`config.mk`:
```
export PLATFORM = sky130hd
export DESIGN_NAME = fpu_scoreboard
export DESIGN_NICKNAME = d
export VERILOG_FILES = /design/src/rtl/fpu_pkg.sv /design/src/rtl/fpu_sb_long_tracker.sv /design/src/rtl/fpu_scoreboard.sv
export SDC_FILE = /design/constraint.sdc
export NUM_CORES = 1
export LEC_CHECK = 0
export ABC_AREA = 1
export CORE_MARGIN = 3
export CORE_UTILIZATION = 39
export DETAILED_ROUTE_END_ITERATION = 12
export PLACE_DENSITY = 0.71
export SYNTH_ARGS = -nofsm -noshare
export SYNTH_HDL_FRONTEND = slang
export SYNTH_HIERARCHICAL = 1
export SYNTH_SLANG_ARGS = --single-unit
export TNS_END_PERCENT = 10
```
`constraint.sdc`:
```
create_clock -name clk -period 3.2 [get_ports clk]
set_input_delay 0.48 -clock clk [delete_from_list [all_inputs] [get_ports clk]]
set_output_delay 0.48 -clock clk [all_outputs]
set_load 0.1 [all_outputs]
```
`src/rtl/fpu_pkg.sv`:
```
// Shared types and constants for the FP register scoreboard.
// Stage codes are what the FPU forwarding unit decodes.
package fpu_pkg;

    localparam logic [1:0] STG_RF  = 2'b00;
    localparam logic [1:0] STG_WB  = 2'b01;
    localparam logic [1:0] STG_MEM = 2'b10;
    localparam logic [1:0] STG_EX  = 2'b11;

    localparam int MIN_LONG_LAT = 2;

    typedef struct packed {
        logic       valid;
        logic [4:0] rd;
        logic       fpw;
    } slot_t;

    // f0 is never a real producer, so it never matches
    function automatic logic rd_hit(logic [4:0] a, logic [4:0] b);
        return (a != 5'd0) && (a == b);
    endfunction

endpackage

```
`src/rtl/fpu_sb_long_tracker.sv`:
```
// Occupancy tracker for the non-pipelined FDIV/FSQRT unit.
// Counts down to zero, then steals the MEM slot for one advance.
module fpu_sb_long_tracker
    import fpu_pkg::*;
#(
    parameter int LAT_W   = 5,
    parameter int MIN_LAT = 2
) (
    input  logic             clk,
    input  logic             rst_n,
    input  logic             advance_i,
    input  logic             load_i,
    input  logic [4:0]       rd_i,
    input  logic [LAT_W-1:0] lat_i,
    output logic             busy_o,
    output logic [4:0]       rd_o,
    output logic [LAT_W-1:0] cnt_o,
    output logic             wb_sel_o
);

    localparam logic [LAT_W-1:0] MIN_L = LAT_W'(MIN_LAT);

    logic             busy_q, busy_d;
    logic [4:0]       rd_q, rd_d;
    logic [LAT_W-1:0] cnt_q, cnt_d;
    logic [LAT_W-1:0] lat_c;

    assign lat_c    = (lat_i < MIN_L) ? MIN_L : lat_i;
    assign wb_sel_o = busy_q && (cnt_q == '0);

    // a load in the writeback cycle wins over the clear
    always_comb begin
        busy_d = busy_q;
        rd_d   = rd_q;
        cnt_d  = cnt_q;
        if (advance_i) begin
            if (load_i) begin
                busy_d = 1'b1;
                rd_d   = rd_i;
                cnt_d  = lat_c;
            end else if (wb_sel_o) begin
                busy_d = 1'b0;
            end else if (busy_q) begin
                cnt_d = cnt_q - 1'b1;
            end
        end
    end

    always_ff @(posedge clk or negedge rst_n) begin
        if (!rst_n) begin
            busy_q <= 1'b0;
            rd_q   <= '0;
            cnt_q  <= '0;
        end else begin
            busy_q <= busy_d;
            rd_q   <= rd_d;
            cnt_q  <= cnt_d;
        end
    end

    assign busy_o = busy_q;
    assign rd_o   = rd_q;
    assign cnt_o  = cnt_q;

endmodule

```
`src/rtl/fpu_scoreboard.sv`:
```
// FP destination scoreboard: EX/MEM/WB slots plus the long unit.
// Drives the ID issue stall and the forwarding stage codes.
module fpu_scoreboard
    import fpu_pkg::*;
#(
    parameter int LAT_W        = 5,
    parameter int MIN_LONG_LAT = fpu_pkg::MIN_LONG_LAT
) (
    input  logic             clk,
    input  logic             rst_n,
    input  logic             pipe_advance,
    input  logic             flush,
    input  logic             id_valid,
    input  logic [4:0]       id_rs1,
    input  logic [4:0]       id_rs2,
    input  logic [4:0]       id_rs3,
    input  logic [2:0]       id_src_en,
    input  logic [4:0]       id_rd,
    input  logic             id_fp_write,
    input  logic             id_is_long,
    input  logic [LAT_W-1:0] id_long_lat,
    input  logic [4:0]       ex_rs1,
    input  logic [4:0]       ex_rs2,
    input  logic [4:0]       ex_rs3,
    output logic             stall,
    output logic             issue,
    output logic [1:0]       rs1_stage,
    output logic [1:0]       rs2_stage,
    output logic [1:0]       rs3_stage,
    output logic             long_busy,
    output logic             long_wb_sel
);

    slot_t ex_q, mem_q, wb_q;
    slot_t ex_d, mem_d, wb_d;

    logic [4:0]       long_rd;
    logic [LAT_W-1:0] long_cnt;
    logic             src_hit, waw_hit, struct_hit, wb_resv;

    fpu_sb_long_tracker #(
        .LAT_W   (LAT_W),
        .MIN_LAT (MIN_LONG_LAT)
    ) u_long (
        .clk       (clk),
        .rst_n     (rst_n),
        .advance_i (pipe_advance),
        .load_i    (issue & id_is_long),
        .rd_i      (id_rd),
        .lat_i     (id_long_lat),
        .busy_o    (long_busy),
        .rd_o      (long_rd),
        .cnt_o     (long_cnt),
        .wb_sel_o  (long_wb_sel)
    );

    assign src_hit = (id_src_en[0] & rd_hit(id_rs1, long_rd))
                   | (id_src_en[1] & rd_hit(id_rs2, long_rd))
                   | (id_src_en[2] & rd_hit(id_rs3, long_rd));
    assign waw_hit = id_fp_write & rd_hit(id_rd, long_rd);
    // the unit frees itself in the writeback cycle
    assign struct_hit = id_is_long & ~long_wb_sel;
    // keep EX empty so the long result can take MEM next cycle
    assign wb_resv = (long_cnt == LAT_W'(1));

    assign stall = id_valid & long_busy
                 & (src_hit | waw_hit | struct_hit | wb_resv);
    assign issue = id_valid & ~stall & ~flush & pipe_advance;

    always_comb begin
        ex_d  = ex_q;
        mem_d = mem_q;
        wb_d  = wb_q;
        if (pipe_advance) begin
            wb_d  = mem_q;
            mem_d = long_wb_sel ? '{1'b1, long_rd, 1'b1} : ex_q;
            ex_d  = (issue & ~id_is_long)
                  ? '{1'b1, id_rd, id_fp_write} : '0;
        end
    end

    always_ff @(posedge clk or negedge rst_n) begin
        if (!rst_n) begin
            ex_q  <= '0;
            mem_q <= '0;
            wb_q  <= '0;
        end else begin
            ex_q  <= ex_d;
            mem_q <= mem_d;
            wb_q  <= wb_d;
        end
    end

    function automatic logic [1:0] stage_of(logic [4:0] r);
        logic [1:0] s;
        s = STG_RF;
        if (mem_q.valid & mem_q.fpw & rd_hit(r, mem_q.rd))
            s = STG_MEM;
        else if (wb_q.valid & wb_q.fpw & rd_hit(r, wb_q.rd))
            s = STG_WB;
        else if (long_busy & rd_hit(r, long_rd))
            s = STG_EX;
        return s;
    endfunction

    assign rs1_stage = stage_of(ex_rs1);
    assign rs2_stage = stage_of(ex_rs2);
    assign rs3_stage = stage_of(ex_rs3);

endmodule

```
* Yosys cells after proc, flatten, opt, wreduce, memory -nomap -nowiden *
Index checks and enable logic that the tools add are counted.

word-level totals
  register bits after elaboration = 32
  input bits = 50
  output and inout port bits = 10
  logic and storage cells = 105

cells by class
  add/subtract/negate cells = 1
  order comparisons = 1
  equal/unequal tests = 15
  mux-type cells = 17
  bitwise gates (word level) = 32
  reduce and logical (&&, ||, !) cells = 27

operators with widths
  operator                                             count
  == test 5 bit                                        13
  nonzero test 5 bit                                   7
  bitwise AND 1 bit                                    23
  two-way mux 5 bit                                    4
  two-way mux 2 bit                                    9
  logical AND 1 bit                                    14
  two-way mux 7 bit                                    2
  == test 5 x 1 -> 1 bit (second input constant)       1
  logical NOT 5 bit                                    1
  < comparator 5 x 2 -> 1 bit (second input constant)  1
  bitwise OR 1 bit                                     5
  subtractor 5 x 1 -> 5 bit (second input constant)    1
  inverter 1 bit                                       4
  AND reduction 2 bit                                  2
  nonzero test 2 bit                                   2
  AND reduction 3 bit                                  1
  two-way mux 1 bit                                    2
  != test 2 x 1 -> 1 bit (second input constant)       1

* Depth between registers and ports, before layout *
  depth in word-level cells = 16
  depth in mapped cells = 18
  gate-level depth less buffers = 18

* Modules after synthesis *
The synthesis kept the hierarchy.

by module, submodules not included
  module               times used  cells an instance  area an instance (um^2)  sequential area each (um^2)
  fpu_scoreboard       1           320                2084.5                   525.5
  fpu_sb_long_tracker  1           74                 616.8                    275.3

* Worst setup path after synthesis *
Ideal clock, no wire load.

  kind = reg2out
  start point = reg u_long.busy_q (netlist: u_long/busy_o)
  end point = out issue
  arrival time = 3761 ps
  data required time = 2720 ps
  path slack = -1041 ps
  cell stages (with the launch flop) = 11
  buffers on the path = 0
  path through = dfrtp_1 > inv_1 > nor2_1 > nor2_1 > a21oi_1 > nand2_1 > nor2_2 > nand2_2 > nand2_4 > nand2_4 > inv_1

between the ends
  longest elaborated chain between the ends = 10
  elaborated cells between the ends (all ways) = 11
  those cells by class = 10 x bitwise; 1 x reduce/logical

RTL lines
  what                             line                       RTL
  start: declaration               fpu_sb_long_tracker.sv:23  logic busy_q, busy_d;
  start signal: assignment         fpu_sb_long_tracker.sv:55  busy_q <= busy_d;
  logical AND 1 bit                fpu_sb_long_tracker.sv:29  assign wb_sel_o = busy_q && (cnt_q == '0);
  named net long_wb_sel            fpu_scoreboard.sv:31       output logic long_wb_sel
  inverter 1 bit                   fpu_scoreboard.sv:62       assign struct_hit = id_is_long & ~long_wb_sel;
  bitwise AND 1 bit                fpu_scoreboard.sv:62
  bitwise OR 1 bit (2 in series)   fpu_scoreboard.sv:67       & (src_hit | waw_hit | struct_hit | wb_resv);
  bitwise AND 1 bit                fpu_scoreboard.sv:67
  inverter 1 bit                   fpu_scoreboard.sv:68       assign issue = id_valid & ~stall & ~flush & pipe_advance;
  bitwise AND 1 bit (3 in series)  fpu_scoreboard.sv:68
  end: declaration                 fpu_scoreboard.sv:26       output logic issue,

The timed path passes the listed nets, and every way through them passes these cells.

* Final worst setup path *
  start point = reg u_long.cnt_q[0] (netlist: u_long/cnt_o[0])
  end point = out issue

between the ends
  longest elaborated chain between the ends = 11
  elaborated cells between the ends (all ways) = 12
  those cells by class = 1 x eq/ne; 9 x bitwise; 2 x reduce/logical

RTL lines
  what                                 line                       RTL
  start: declaration                   fpu_sb_long_tracker.sv:25  logic [LAT_W-1:0] cnt_q, cnt_d;
  start signal: assignment             fpu_sb_long_tracker.sv:57  cnt_q <= cnt_d;
  logical NOT 5 bit                    fpu_sb_long_tracker.sv:29
  logical AND 1 bit                    fpu_sb_long_tracker.sv:29
  inverter 1 bit                       fpu_scoreboard.sv:62
  bitwise AND 1 bit                    fpu_scoreboard.sv:62
  bitwise OR 1 bit                     fpu_scoreboard.sv:67
  bitwise OR 1 bit (*)                 fpu_scoreboard.sv:67
  bitwise AND 1 bit (*)                fpu_scoreboard.sv:67
  inverter 1 bit (*)                   fpu_scoreboard.sv:68
  bitwise AND 1 bit (*) (3 in series)  fpu_scoreboard.sv:68

Mark *: on every way between the ends. The rest lies on a longest branch, timed or not.

==> qor.csv <==
stage,metric,value,unit
clocking,cts_htree_levels,2,
finish,syn2layout_area_growth,29.4,%
global_routing,gr-total-overflow,0,
synth,synth_warnings,6,
timing,rsz0062_at_grt,false,
power,pwr-share-clk,16.5,%
worst_setup_path,rr_endpoint,u_long/rd_o[3]$_DFFE_PN0P_,
finish,final_cell_area,3500,sq um
floorplanning,dieArea,7960,sq um
power,leakage,1.71,nW
timing,maxSlewViolCount,0,
power,seqPwrFrac,36.0,%
synth,yosys.area.top_type,dfrtp_1,
timing,hold_violations,0,
clocking,clock-root-buffer,clkbuf_8,
global_routing,antenna_found_initial,0,
global_routing,grt_pass1_wl,12300,microns
global_routing,grt.total_usage,19.6,%
place,place_hpwl,5640,microns
worst_hold_path,hp-start,wb_q[0]$_DFFE_PN0P_,
worst_setup_path,cp-startpoint,u_long/cnt_o[0]$_DFFE_PN0P_,
finish,nets,501,
worst_setup_path,required,2.72,ns
synth,async_flop_share,100,%
finish,diodes,0,
synth,ys_types,38,
clocking,cts_tree,done,
synth,synthTopCellsByArea,"dfrtp_1 30%, nand2_1 16%, inv_1 6.8%, xor2_1 4.5%, nor2_1 4.4%",
worst_setup_path,rr_worst_depth,14,
clocking,clockBufferDepth,2,
power,p_per_area,550,nW/um^2
floorplanning,initial_utilization,41.4,%
synth,syn-cell-area,2700,sq um
place,place_congestion,0.848,
synth,synth.most_common_cell,nand2_1,
floorplanning,core_region_area,6530,sq um
worst_setup_path,crit_path_max_incr_delay,0.42,ns
power,combinationalPowerShare,47.5,%
worst_setup_path,critPathSlowestCell,dfrtp_1,
status,status,completed,
place,place_area,3400,sq um
worst_setup_path,cp-endpoint,issue,
power,intPower,1.03,mW
timing,setup_tns,0,ns
synth,synth_top_area_share,29.6,%
route,wl_per_cell,13.9,microns
synth,synthTopCellsByCount,"116 x nand2_1, 49 x inv_1, 32 x dfrtp_1, 32 x nor2_1, 19 x nand3_1",
timing,worst_pin_slew,0.555,ns
finish,finish.utilization,53.5,%
worst_setup_path,end_kind,output pin,
place,dp_cells,520,
timing,slew_headroom,63.0,%
worst_setup_path,crit_type,reg2out,
clocking,worstSkewPairLatency,0.29,ns
timing,worst_clock_skew,0.00664,ns
synth,synth_area_per_cell,6.86,sq um
route,drt_iter0_markers,179,
timing,setup_violations,0,
finish,finalNonFillerCells,528,
timing,fin_crit_sh,88.6,%
timing,final.setup.worst_slack,0.364,ns
floorplanning,ios,60,
synth,synth-edff-count,0,
route,drt-total-wl,7350,microns
synth,syn_nets,445,
job,cap_violations,0,
power,switching_share,46.6,%
worst_setup_path,setup.worst_path.start_class,flip-flop,
synth,synth_top_flop_cell,dfrtp_1,
timing,clock.fmax,0.353,GHz
floorplanning,fp.dieH,89.2,microns
synth,synth_seq_area_share,29.6,%
floorplanning,die_w,89.2,microns
worst_setup_path,crit_chain,"inv_1, ha_1, nand3_1, nor2_4, nor2_1, a21oi_1, nand2_1, nor2_2, nand2_2, nand2_4, nand2_4, inv_1, buf_12",
route,drt_first_pass_iters,5,
route,viasPerCell,5.30,
global_routing,grt_pass1_vias,2579,
place,io_buffers,59,
clocking,cts_hold_buffers,0,
synth,synth-seq-cells,32,
power,switchingPower,0.895,mW
route,ant_nets,0,
timing,finalCriticalPeriod,2.84,ns
clocking,cts.sinks,32,
worst_setup_path,reg2reg_slack,0.45,ns
route,drc,0,
clocking,numCtsBuffers,5,
synth,netlist_instances,394,
power,ir_drop,0.316,mV
worst_setup_path,arrival,2.36,ns
finish,drive_above_1_share,10.9,%
clocking,post_cts_resized,0,
clocking,path_clk_slew,0.08,ns
global_routing,grt_max_degree,33,
worst_hold_path,min_path_type,reg2reg,
route,dr_total_vias,2799,
worst_setup_path,path_max_fanout,8,
place,dp_slack,0.413,ns
floorplanning,rows,29,
clocking,post_cts_buffers,0,
worst_setup_path,r2r_start,u_long/cnt_o[0]$_DFFE_PN0P_,
-- worst max-delay path: cells and delay by family (launching register included) --
kind | cells | cell delay, ns
compound gates | 1 | 0.17
fa+ha+maj | 1 | 0.22
buf+inv | 3 | 0.40
flops | 1 | 0.42
simple gates | 8 | 0.86
-- cell families after synthesis --
family,count (synthesis),share of synthesized area (%)
AND/OR/NAND/NOR,204,33.5
buffers and inverters,67,11.9
AO/OA/AOI/OAI,64,14.9
flip-flops,32,29.6
XOR/XNOR,21,6.81
multiplexers,5,2.78
adder cells (fa/ha/maj),1,0.463
-- sequential cells by signal (all words and copies together), names as in the netlist --
signal and count:
ex_q 7, mem_q 7, u_long/cnt_o 5, u_long/rd_o 5, u_long/busy_o 1, wb_q 7
-- metal layers --
layer | GRT usage, % | share of wire (%) | up-vias
met5 | 0 | 0 | -
met4 | 6.63 | 2.0 | 0
met3 | 3.78 | 6.9 | 14
met2 | 30.1 | 45 | 95
met1 | 27.7 | 46 | 1287
li1 | - | - | 1403
-- cells in the final DEF, fill, tap and decap left out, types with 2 or more instances in the layout --
cell             instances
buf_4                    5
nand3_1                 19
nand4_1                 10
mux2_4                   5
xor2_1                  14
clkbuf_8                 5
o21ai_1                  7
nand2_1                116
inv_1                   49
o211ai_1                 7
clkinvlp_4               2
a22oi_1                  2
nand2_2                  5
o21ai_2                  2
buf_12                   8
a21boi_1                 2
nand2_4                  3
inv_6                    5
a21oi_1                  8
nor3_1                   7
nor4_1                   3
a221oi_1                 4
clkdlybuf4s50_1         49
o22ai_1                  9
xnor2_1                  7
dfrtp_1                 32
nor2_2                   3
nor2_1                  31
o21ai_0                 17
-- area by class of cell --
class	count	area, sq um
timing repair buffer	62	688
fill	608	3040
clock inverter	3	23.8
clock buffer	5	68.8
inverter	54	228
tap	77	96.3
sequential	32	801
multi-input combinational	295	1590
-- per-stage QoR --
| stage | hold WS [ns] | power (mW) |
|---|---|---|
| 3_3_place_gp | 0.458 | 1.59 |
| 4_1_cts | 0.478 | 1.92 |
| 3_5_place_dp | 0.459 | 1.60 |
| 6_report | 0.475 | 1.92 |
| 2_1_floorplan | 0.184 | 1.34 |
| 5_1_grt | 0.505 | 2.06 |
-- power groups by stage --
stage | combinational [mW] | clock [mW] | sequential [mW]
finish | 0.913 | 0.316 | 0.692
global route | 1.01 | 0.342 | 0.710
CTS | 0.909 | 0.323 | 0.692
detailed placement | 0.905 | 0 | 0.700
global placement | 0.890 | 0 | 0.699
floorplan | 0.725 | 0 | 0.619
-- worst min path at each step --
stage / to / depth (start not counted)
global route: wb_q[0]$_DFFE_PN0P_ / 2
floorplan: ex_q[0]$_DFFE_PN0P_ / 0
CTS: wb_q[0]$_DFFE_PN0P_ / 2
detailed placement: wb_q[0]$_DFFE_PN0P_ / 2
finish: wb_q[0]$_DFFE_PN0P_ / 2
global placement: wb_q[0]$_DFFE_PN0P_ / 2
No activity file was read; power rests on OpenSTA's default activity.
